==> src/rtl/mips_wb_pkg.sv <==
// rtl/mips_wb_pkg.sv - shared widths and requester indices for the writeback arbiter
// Purpose: register-file geometry and fixed writeback requester numbering.
// Ports: none (package).
package mips_wb_pkg;

    localparam int REG_ADDR_W = 5;
    localparam int DATA_W     = 32;
    localparam int NUM_REGS   = 32;

    // Fixed requester slots on the writeback port.
    localparam int WB_ALU    = 0;
    localparam int WB_LOAD   = 1;
    localparam int WB_MULDIV = 2;

endpackage

==> src/rtl/rr_arbiter.sv <==
// rtl/rr_arbiter.sv - combinational round-robin grant selection
// Purpose: picks the first asserted request after ptr, wrapping modulo N.
// Ports:
//   req     in  N      request vector
//   en      in  1      0 forces no grant
//   ptr     in  IDX_W  index of the last winner
//   gnt     out N      one-hot grant (or zero)
//   gnt_idx out IDX_W  index of the granted requester
module rr_arbiter #(
    parameter int N     = 3,
    parameter int IDX_W = (N > 1) ? $clog2(N) : 1
) (
    input  logic [N-1:0]     req,
    input  logic             en,
    input  logic [IDX_W-1:0] ptr,
    output logic [N-1:0]     gnt,
    output logic [IDX_W-1:0] gnt_idx
);

    logic             found;
    logic [IDX_W-1:0] cand;

    // Search starts one past the last winner so it ends up lowest priority.
    always_comb begin
        gnt     = '0;
        gnt_idx = '0;
        found   = 1'b0;
        cand    = '0;
        for (int k = 1; k <= N; k++) begin
            cand = IDX_W'((int'(ptr) + k) % N);
            if (!found && en && req[cand]) begin
                gnt[cand] = 1'b1;
                gnt_idx   = cand;
                found     = 1'b1;
            end
        end
    end

endmodule

==> src/rtl/reg_wb_arbiter.sv <==
// rtl/reg_wb_arbiter.sv - register-file write port arbiter with pending-write scoreboard
// Purpose: round-robin shares the single reg-file write port between writeback
//   requesters, registers the winning write, and tracks outstanding writes per register.
// Ports:
//   clk, reset(active-low sync), flush, wb_enable
//   req_valid/req_ready/req_addr/req_data   requester handshake, packed per requester
//   rsv_valid/rsv_addr                      destination reservation from decode
//   addr_a/addr_b -> hazard_a/hazard_b      stale-operand lookup for decode
//   write/write_addr/data_in                registered reg-file write port
//   sb_err                                  sticky reservation overflow
module reg_wb_arbiter
    import mips_wb_pkg::*;
#(
    parameter int N_REQ  = 3,
    parameter int PEND_W = 2
) (
    input  logic                     clk,
    input  logic                     reset,
    input  logic                     flush,
    input  logic                     wb_enable,
    input  logic [N_REQ-1:0]         req_valid,
    output logic [N_REQ-1:0]         req_ready,
    input  logic [N_REQ*REG_ADDR_W-1:0] req_addr,
    input  logic [N_REQ*DATA_W-1:0]  req_data,
    input  logic                     rsv_valid,
    input  logic [REG_ADDR_W-1:0]    rsv_addr,
    input  logic [REG_ADDR_W-1:0]    addr_a,
    input  logic [REG_ADDR_W-1:0]    addr_b,
    output logic                     hazard_a,
    output logic                     hazard_b,
    output logic                     write,
    output logic [REG_ADDR_W-1:0]    write_addr,
    output logic [DATA_W-1:0]        data_in,
    output logic                     sb_err
);

    localparam int IDX_W = (N_REQ > 1) ? $clog2(N_REQ) : 1;
    localparam logic [PEND_W-1:0] CNT_MAX = '1;

    logic [IDX_W-1:0]      ptr_q;
    logic                  write_q;
    logic [REG_ADDR_W-1:0] write_addr_q;
    logic [DATA_W-1:0]     data_q;
    logic                  sb_err_q, sb_err_d;
    logic [PEND_W-1:0]     cnt_q [NUM_REGS];
    logic [PEND_W-1:0]     cnt_d [NUM_REGS];

    logic [N_REQ-1:0]      gnt;
    logic [IDX_W-1:0]      gnt_idx;
    logic                  accept;
    logic [REG_ADDR_W-1:0] sel_addr;
    logic [DATA_W-1:0]     sel_data;
    logic                  inc, dec;

    // Reset low also blocks grants so nothing is accepted while held in reset.
    rr_arbiter #(.N(N_REQ), .IDX_W(IDX_W)) u_rr (
        .req     (req_valid),
        .en      (wb_enable && !flush && reset),
        .ptr     (ptr_q),
        .gnt     (gnt),
        .gnt_idx (gnt_idx)
    );

    assign req_ready = gnt;
    assign accept    = |(gnt & req_valid);

    always_comb begin
        sel_addr = '0;
        sel_data = '0;
        for (int i = 0; i < N_REQ; i++) begin
            if (gnt[i]) begin
                sel_addr = req_addr[i*REG_ADDR_W +: REG_ADDR_W];
                sel_data = req_data[i*DATA_W +: DATA_W];
            end
        end
    end

    // Scoreboard next state; r0 never counts, reserve and retire on the same
    // register cancel, saturation holds the count and raises the sticky error.
    always_comb begin
        sb_err_d = sb_err_q;
        inc      = 1'b0;
        dec      = 1'b0;
        for (int r = 0; r < NUM_REGS; r++) begin
            cnt_d[r] = cnt_q[r];
            inc = rsv_valid && (rsv_addr == REG_ADDR_W'(r)) && (r != 0);
            dec = write_q && (write_addr_q == REG_ADDR_W'(r)) && (r != 0);
            if (flush) begin
                cnt_d[r] = '0;
            end else if (inc && !dec) begin
                if (cnt_q[r] == CNT_MAX) sb_err_d = 1'b1;
                else                     cnt_d[r] = cnt_q[r] + 1'b1;
            end else if (dec && !inc && cnt_q[r] != '0) begin
                cnt_d[r] = cnt_q[r] - 1'b1;
            end
        end
    end

    always_ff @(posedge clk) begin
        if (!reset) begin
            write_q      <= 1'b0;
            write_addr_q <= '0;
            data_q       <= '0;
            ptr_q        <= IDX_W'(N_REQ - 1);
            sb_err_q     <= 1'b0;
            for (int r = 0; r < NUM_REGS; r++) cnt_q[r] <= '0;
        end else begin
            cnt_q    <= cnt_d;
            sb_err_q <= sb_err_d;
            // Flush gates the arbiter, so accept is already low on a flush cycle.
            if (accept) begin
                write_q      <= (sel_addr != '0);
                write_addr_q <= sel_addr;
                data_q       <= sel_data;
                ptr_q        <= gnt_idx;
            end else begin
                write_q <= 1'b0;
            end
        end
    end

    assign hazard_a   = (addr_a != '0) && (cnt_q[addr_a] != '0);
    assign hazard_b   = (addr_b != '0) && (cnt_q[addr_b] != '0);
    assign write      = write_q;
    assign write_addr = write_addr_q;
    assign data_in    = data_q;
    assign sb_err     = sb_err_q;

endmodule
==> config.mk <==
export PLATFORM = sky130hd
export DESIGN_NAME = reg_wb_arbiter
export DESIGN_NICKNAME = d
export VERILOG_FILES = /design/src/rtl/mips_wb_pkg.sv /design/src/rtl/rr_arbiter.sv /design/src/rtl/reg_wb_arbiter.sv
export SDC_FILE = /design/constraint.sdc
export NUM_CORES = 1
export LEC_CHECK = 0
export ABC_AREA = 0
export BUFFER_PORTS_ARGS = -buffer_cell sky130_fd_sc_hd__buf_2
export CORE_MARGIN = 3
export CORE_UTILIZATION = 35
export CTS_CLUSTER_DIAMETER = 60
export DETAILED_ROUTE_END_ITERATION = 12
export GPL_TIMING_DRIVEN = 0
export PLACE_DENSITY = 0.68
export SETUP_SLACK_MARGIN = 0.5
export SLEW_MARGIN = 20
export SYNTH_ARGS = -nofsm -noshare
export SYNTH_HDL_FRONTEND = slang
export SYNTH_SLANG_ARGS = --single-unit
==> constraint.sdc <==
create_clock -name clk -period 5.8 [get_ports clk]
set_input_delay 1.74 -clock clk [delete_from_list [all_inputs] [get_ports clk]]
set_output_delay 1.74 -clock clk [all_outputs]
set_load 0.03 [all_outputs]
==> impl_results.rst, run 1 <==
.. list-table::
   :header-rows: 1

   * - Metric
     - Value
   * - Run status
     - complete, no violations
   * - Distinct cell type count after synthesis
     - between 60 and 70
   * - Number of placement rows
     - 51
   * - Die extent in y
     - 148 um
   * - Slew at the pin with the worst max-slew slack
     - roughly 1 ns
   * - Routed wire length
     - roughly 27000 um
   * - Vias per cell
     - 5.91
   * - Number of sinks driven by the clock tree
     - between 100 and 150
   * - First-pass GRT wire length
     - 41000 um
   * - Net count after synthesis
     - 1125
   * - Final non-filler cell area
     - ~8600 um2
   * - Post-route setup TNS
     - 0 ns
   * - Number of buffers between clock root and the deepest sink
     - 2
   * - Final weighted congestion in routability-driven placement
     - approximately 0.96
   * - Clock-pin slew on the worst setup and hold paths
     - ~0.070 ns
   * - Top flip-flop cell by instance count after synthesis
     - dfxtp_1
   * - Kind of launch point of the worst setup path
     - input port
   * - Number of placed instances with taps included
     - roughly 1400
   * - Kind of cell adding the most delay to the critical path
     - multiplexers
   * - CTS hold repair buffers
     - 0
   * - Via count of the first global-routing pass
     - about 7700
   * - Worst-case clock skew
     - about 0.015 ns
   * - Vias after detailed routing
     - 8516
   * - Portion of the clock cycle consumed by the worst path in the final layout
     - 0.914
   * - Per-instance average area after synthesis
     - 7.19 um2
   * - Sequence of cells on the critical path
     - clkbuf_2, clkbuf_2, nor3_1, a21oi_1, mux4_2, mux4_2, buf_2
   * - Cell Pwr Density
     - around 190 nW/um2
   * - # port buffers
     - ~170
   * - Summed instance area of the synthesized netlist
     - a little over 7000 um2
   * - CTS HTree Levels
     - 3
   * - Worst min-delay path class
     - reg2reg
   * - Peak fanout along the critical path
     - 10
   * - Slowest cell delay on critical path
     - 0.47 ns
   * - Floorplan die area
     - between 20000 and 25000 um2
   * - Count of endpoints failing hold in the final timing report
     - 0
   * - Residual DRC count
     - 0
   * - Hold Path Depth
     - 1
   * - Worst-case vdd ir drop
     - between 0.0001 and 0.00015 V
   * - Fmax
     - roughly 190 MHz
   * - 1st-pass router iterations
     - 6
   * - Max Transition Viols Final
     - 0
   * - # IOs
     - around 180
   * - Core box area
     - 19700 um2
   * - Logic depth of the worst register-to-register path
     - 13
   * - Async SR Flop Fraction
     - 0
   * - Antenna Cells
     - 0
   * - GR Util All Layers
     - 0.233
   * - Net count, final
     - 1309
   * - Worst-case headroom to the max-slew limit
     - 0.330
   * - Initial core utilization
     - 0.360
   * - Top library cells by usage in the layout, fill and taps aside
     - buf_2, nand2_1, nand3_1
   * - Category of the worst setup path capture point
     - output port
   * - Fraction of layout cells with a size suffix above 1
     - 0.212
   * - Part of the Yosys area used for sequential elements
     - 0.290
   * - Most common library cell in the layout ignoring fill and taps
     - buf_2
   * - CTS Buf Count
     - 9
   * - Root Driver
     - clkbuf_16
   * - Max-cap violation count
     - 0
   * - Initial detailed-routing violation count
     - approximately 700
   * - Number of stages on the worst setup path
     - 7
   * - Number of setup violations in the final report
     - 0
   * - Synthesis-to-layout area growth
     - 21.6%
   * - Worst path bufs/invs
     - 3
   * - Die extent in x
     - between 100 and 150 um
   * - Post-detailed-route wirelength per cell
     - 18.5 um
   * - Flop2flop setup slack
     - 2.54 ns
   * - Pin count of the biggest net entering global routing
     - 17
   * - Post-synthesis sequential element count
     - slightly above 100
   * - Number of filler instances in the final layout
     - between 2000 and 2500
   * - Placed Instance Area
     - about 8300 um2
   * - Required arrival time at the worst endpoint
     - 4.06 ns
   * - Count of synthesis-stage warnings from yosys
     - 0
   * - Worst-path cell with the longest stage delay
     - mux4_2
   * - Unrepaired setup endpoints after global routing
     - yes
   * - Remaining antenna violation count
     - 0
   * - Non-filler instance count after layout
     - 1440
   * - Count of flip-flops with a built-in enable after synthesis
     - 0
   * - Post-layout power
     - 1.63 mW
   * - Crit path kind
     - in2out
   * - Static Leak
     - about 3.1 nW
   * - Remaining global-route overflow
     - 0
   * - Final critical-path required period
     - between 5 and 6 ns
   * - Worst Path Arrival
     - about 3.6 ns
   * - Cells after Synth
     - 987
   * - Worst-skew pair later-pin latency
     - about 0.37 ns
   * - CTS tree
     - built
   * - Placed wire-length estimate after detailed placement
     - approximately 20000 um
   * - Number of antenna violations at the first check in global routing
     - 0
[registers in the layout, summed over array words and instances, names as in the netlist]
name and count:
cnt_q 62, data_in 32, write_addr 5, ptr_q 2, sb_err 1, write 1
[final cells by class]
cell class	instances	area, um2	area share
inverter	16	60.1	0.00696
clock inverter	4	53.8	0.00623
clock buffer	11	253	0.0293
multi-input combinational	782	4620	0.535
buffer	86	384	0.0445
sequential	103	2060	0.239
timing repair buffer	173	866	0.100
tap	265	332	0.0384
[metal layers]
metal | wire length, um | global-route usage | vias to the layer above
li1 | - | - | 4045
met1 | 10600 | 0.293 | 3939
met2 | 12200 | 0.381 | 470
met3 | 2860 | 0.0658 | 62
met4 | 910 | 0.0873 | 0
met5 | 0 | 0 | -
[where the power goes]
group	total, mW	switching [mW]	internal (mW)
registers	0.720	0.00602	0.714
logic	0.257	0.162	0.0949
clock network	0.657	0.299	0.358
[cells by family (layout without fill, tap and decap cells)]
family | count (synthesis) | in the layout | share of synthesized area
compound gates | 355 | 355 | 0.328
mux | 15 | 15 | 0.0395
simple gates | 408 | 408 | 0.275
buf+inv | 102 | 290 | 0.0606
fa+ha+maj | 4 | 4 | 0.00705
flops | 103 | 103 | 0.290
[stage by stage]
stage                     hold slack (ns)  worst slack, ns   util
after floorplan                     0.455            0.695      -
after global placement              0.448            0.239  0.421
after detailed placement            0.452            0.218  0.421
after CTS                           0.469            0.378  0.437
after global routing                0.501            0.474  0.438
final                               0.465            0.497  0.438
[path summary, 6_finish.rpt]
kind                   from            end
hold reg to reg      sb_err         sb_err
setup / recovery  addr_a[1]       hazard_a
setup reg to reg   ptr_q[0]  write_addr[1]
hold / removal       sb_err         sb_err
[repair_timing]
action / 4_1_cts / 5_1_grt
buffers inserted: 0 / 0
setup endpoints to repair: 4 / 4
gates resized for setup: 7 / 10
[synth_stat cells (all sizes together), types with 12 or more instances]
master,count,share of area
a211oi,25,0.026
a21o,12,0.013
a21oi,95,0.067
a311oi,35,0.043
a31o,35,0.043
buf,24,0.019
clkbuf,62,0.033
dfxtp,103,0.29
inv,16,0.0085
nand2,119,0.063
nand3,109,0.077
nor2,90,0.048
nor3,23,0.016
o211ai,21,0.022
o21ai,84,0.059
Note: power is estimated with default switching activity, not from simulation.
==> run 2, diff against run 1 <==
BUFFER_PORTS_ARGS = default   (was -buffer_cell sky130_fd_sc_hd__buf_2)
DONT_BUFFER_PORTS = 1   (was default)
PLACE_DENSITY = 0.61   (was 0.68)
==> impl_results.rst, run 2 (synthesis gave the netlist of run 1 again) <==
.. list-table::
   :header-rows: 1

   * - Metric
     - Value
   * - Worst path bufs/invs
     - 1
   * - Initial core utilization
     - 0.360
   * - CTS Buf Count
     - 9
   * - Worst-case headroom to the max-slew limit
     - 0.260
   * - Switching share of power
     - 0.264
   * - CTS hold repair buffers
     - 0
   * - Max FFs per register
     - 62
   * - Vias after detailed routing
     - ~7800
   * - Number of placement rows
     - 51
   * - # IOs
     - between 150 and 200
   * - Unrepaired setup endpoints after global routing
     - no
   * - Kind of launch point of the worst setup path
     - input port
   * - Pin count of the biggest net entering global routing
     - 17
   * - Required arrival time at the worst endpoint
     - 4.06 ns
   * - Portion of the clock cycle consumed by the worst path in the final layout
     - 0.905
   * - Number of setup violations in the final report
     - 0
   * - Worst min-delay path class
     - reg2reg
   * - Final weighted congestion in routability-driven placement
     - 0.945
   * - Kind of cell adding the most delay to the critical path
     - multiplexers
   * - Register with the most flip-flops
     - cnt_q
   * - Worst-skew pair later-pin latency
     - roughly 0.36 ns
   * - Placed wire-length estimate after detailed placement
     - 19900 um
   * - Initial detailed-routing violation count
     - about 630
   * - Floorplan die area
     - about 22000 um2
   * - Slowest cell delay on critical path
     - between 0.5 and 0.6 ns
   * - Synthesis-to-layout area growth
     - 9.75%
   * - Root Driver
     - clkbuf_16
   * - Worst-case clock skew
     - between 0.008 and 0.009 ns
   * - Number of filler instances in the final layout
     - around 2100
   * - 1st-pass router iterations
     - 5
   * - Clk network pwr share
     - 0.442
   * - Proportion of power drawn by combinational gates
     - 0.112
   * - Max Transition Viols Final
     - 0
   * - Count of endpoints failing hold in the final timing report
     - 0
   * - Remaining antenna violation count
     - 0
   * - Peak fanout along the critical path
     - 10
   * - Top library cells by usage in the layout, fill and taps aside
     - nand2_1, nand3_1, dfxtp_1
   * - Worst-path cell with the longest stage delay
     - mux4_2
   * - Residual DRC count
     - 0
   * - Cell Pwr Density
     - 211 nW/um2
   * - Post-detailed-route wirelength per cell
     - 20.6 um
   * - Max-cap violation count
     - 0
   * - Remaining global-route overflow
     - 0
   * - Cell seen most often among critical-path stages
     - mux4_2
   * - Vias per cell
     - roughly 6
   * - CTS tree
     - built
   * - Number of buffers added for setup after CTS
     - 0
   * - Net count, final
     - roughly 1100
   * - Most common library cell in the layout ignoring fill and taps
     - nand2_1
   * - Die extent in x
     - 148 um
   * - Net switching power
     - about 430 uW
   * - Sequence of cells on the critical path
     - buf_1, a21oi_1, mux4_2, mux4_2
   * - Crit path kind
     - in2out
   * - Core box area
     - 19700 um2
   * - GR Util All Layers
     - 0.230
   * - Slew at the pin with the worst max-slew slack
     - between 1 and 1.5 ns
   * - Static Leak
     - between 2 and 2.5 nW
   * - Die extent in y
     - 148 um
   * - Final critical-path required period
     - between 5 and 6 ns
   * - Post-route setup TNS
     - 0 ns
   * - Worst Path Arrival
     - ~3.5 ns
   * - Number of antenna violations at the first check in global routing
     - 1
   * - Number of buffers between clock root and the deepest sink
     - 2
   * - Via count of the first global-routing pass
     - between 7000 and 8000
   * - Post-layout power
     - between 1.5 and 2 mW
   * - CTS HTree Levels
     - 3
   * - Fmax
     - about 190 MHz
   * - Part of the power in registers
     - 0.446
   * - Int Pwr
     - 1.21 mW
   * - First-pass GRT wire length
     - about 40000 um
   * - # port buffers
     - 0
   * - Worst-case vdd ir drop
     - approximately 0.00016 V
   * - Number of sinks driven by the clock tree
     - just over 100
   * - Fraction of layout cells with a size suffix above 1
     - 0.0718
   * - Clock-pin slew on the worst setup and hold paths
     - around 0.070 ns
   * - Routed wire length
     - ~26000 um
   * - Category of the worst setup path capture point
     - output port
   * - Run status
     - complete, no violations
==> run 2: changes by cell type in the layout (fill, tap and decap cells not counted), moves of 2 or more <==
| cell | before | now |
|---|---|---|
| buf_2 | 187 | 16 |
| a21boi_0 | 0 | 2 |
| a21boi_1 | 2 | 0 |
| bufinv_16 | 1 | 3 |
| clkbuf_2 | 8 | 6 |
==> run 2: final cells by class <==
cell class                      count  area (um2)  share of cell area
Multi-Input combinational cell    782        4610               0.591
Clock inverter                      5         105              0.0135
Buffer                             86         380              0.0488
Sequential cell                   103        2060               0.265
Clock buffer                       11         243              0.0312
Antenna cell                        1        2.50            0.000321
Inverter                           16        60.1             0.00771
Tap cell                          265         332              0.0426
==> run 2: path summary, 6_finish.rpt <==
path / start / endpoint / slack [ns] / cells past startpoint
setup / recovery: addr_b[0] / hazard_b / 0.55 / 4
hold / removal: cnt_q[57] / cnt_q[57] / 0.50 / 2
setup reg to reg: write_addr[1] / sb_err / 2.17 / 9
hold reg to reg: cnt_q[57] / cnt_q[57] / 0.50 / 2
==> run 2: metal layers <==
layer	global-route usage	up-vias	share of wire
li1	-	3707	-
met2	0.379	398	0.46
met5	0	-	0
met3	0.0420	53	0.094
met4	0.100	0	0.034
met1	0.295	3678	0.41
==> run 2: what timing repair did <==
action	in CTS	in global routing
resized for setup	5	9
setup endpoints to repair	2	4
hold endpoints to repair	0	0
==> run 2: worst reg2reg max path: cells and delay by family, from the launching register on <==
family,cells,cell delay [ns]
simple gates,4,1.41
buf+inv,2,0.87
compound gates,3,0.69
flops,1,0.56
==> run 2: power by group through the flow <==
stage / Combinational (mW) / Clock [mW] / Sequential, mW
finish: 0.184 / 0.725 / 0.733
global route: 0.200 / 0.760 / 0.734
CTS: 0.181 / 0.728 / 0.733
detailed placement: 0.180 / 0 / 0.749
global placement: 0.179 / 0 / 0.749
floorplan: 0.130 / 0 / 0.747
==> run 2: per-stage QoR <==
stage / setup slack [ns] / util / hold WS, ns / cell area (um2) / cells
2_1_floorplan: 0.695 / - / 0.455 / 7100 / 987
4_1_cts: 0.513 / 0.395 / 0.500 / 7780 / 1268
3_3_place_gp: 0.146 / 0.377 / 0.482 / 7430 / 1252
3_5_place_dp: 0.179 / 0.377 / 0.490 / 7430 / 1252
5_1_grt: 0.501 / 0.395 / 0.523 / 7790 / 1269
6_report: 0.548 / 0.395 / 0.501 / 7790 / 1269
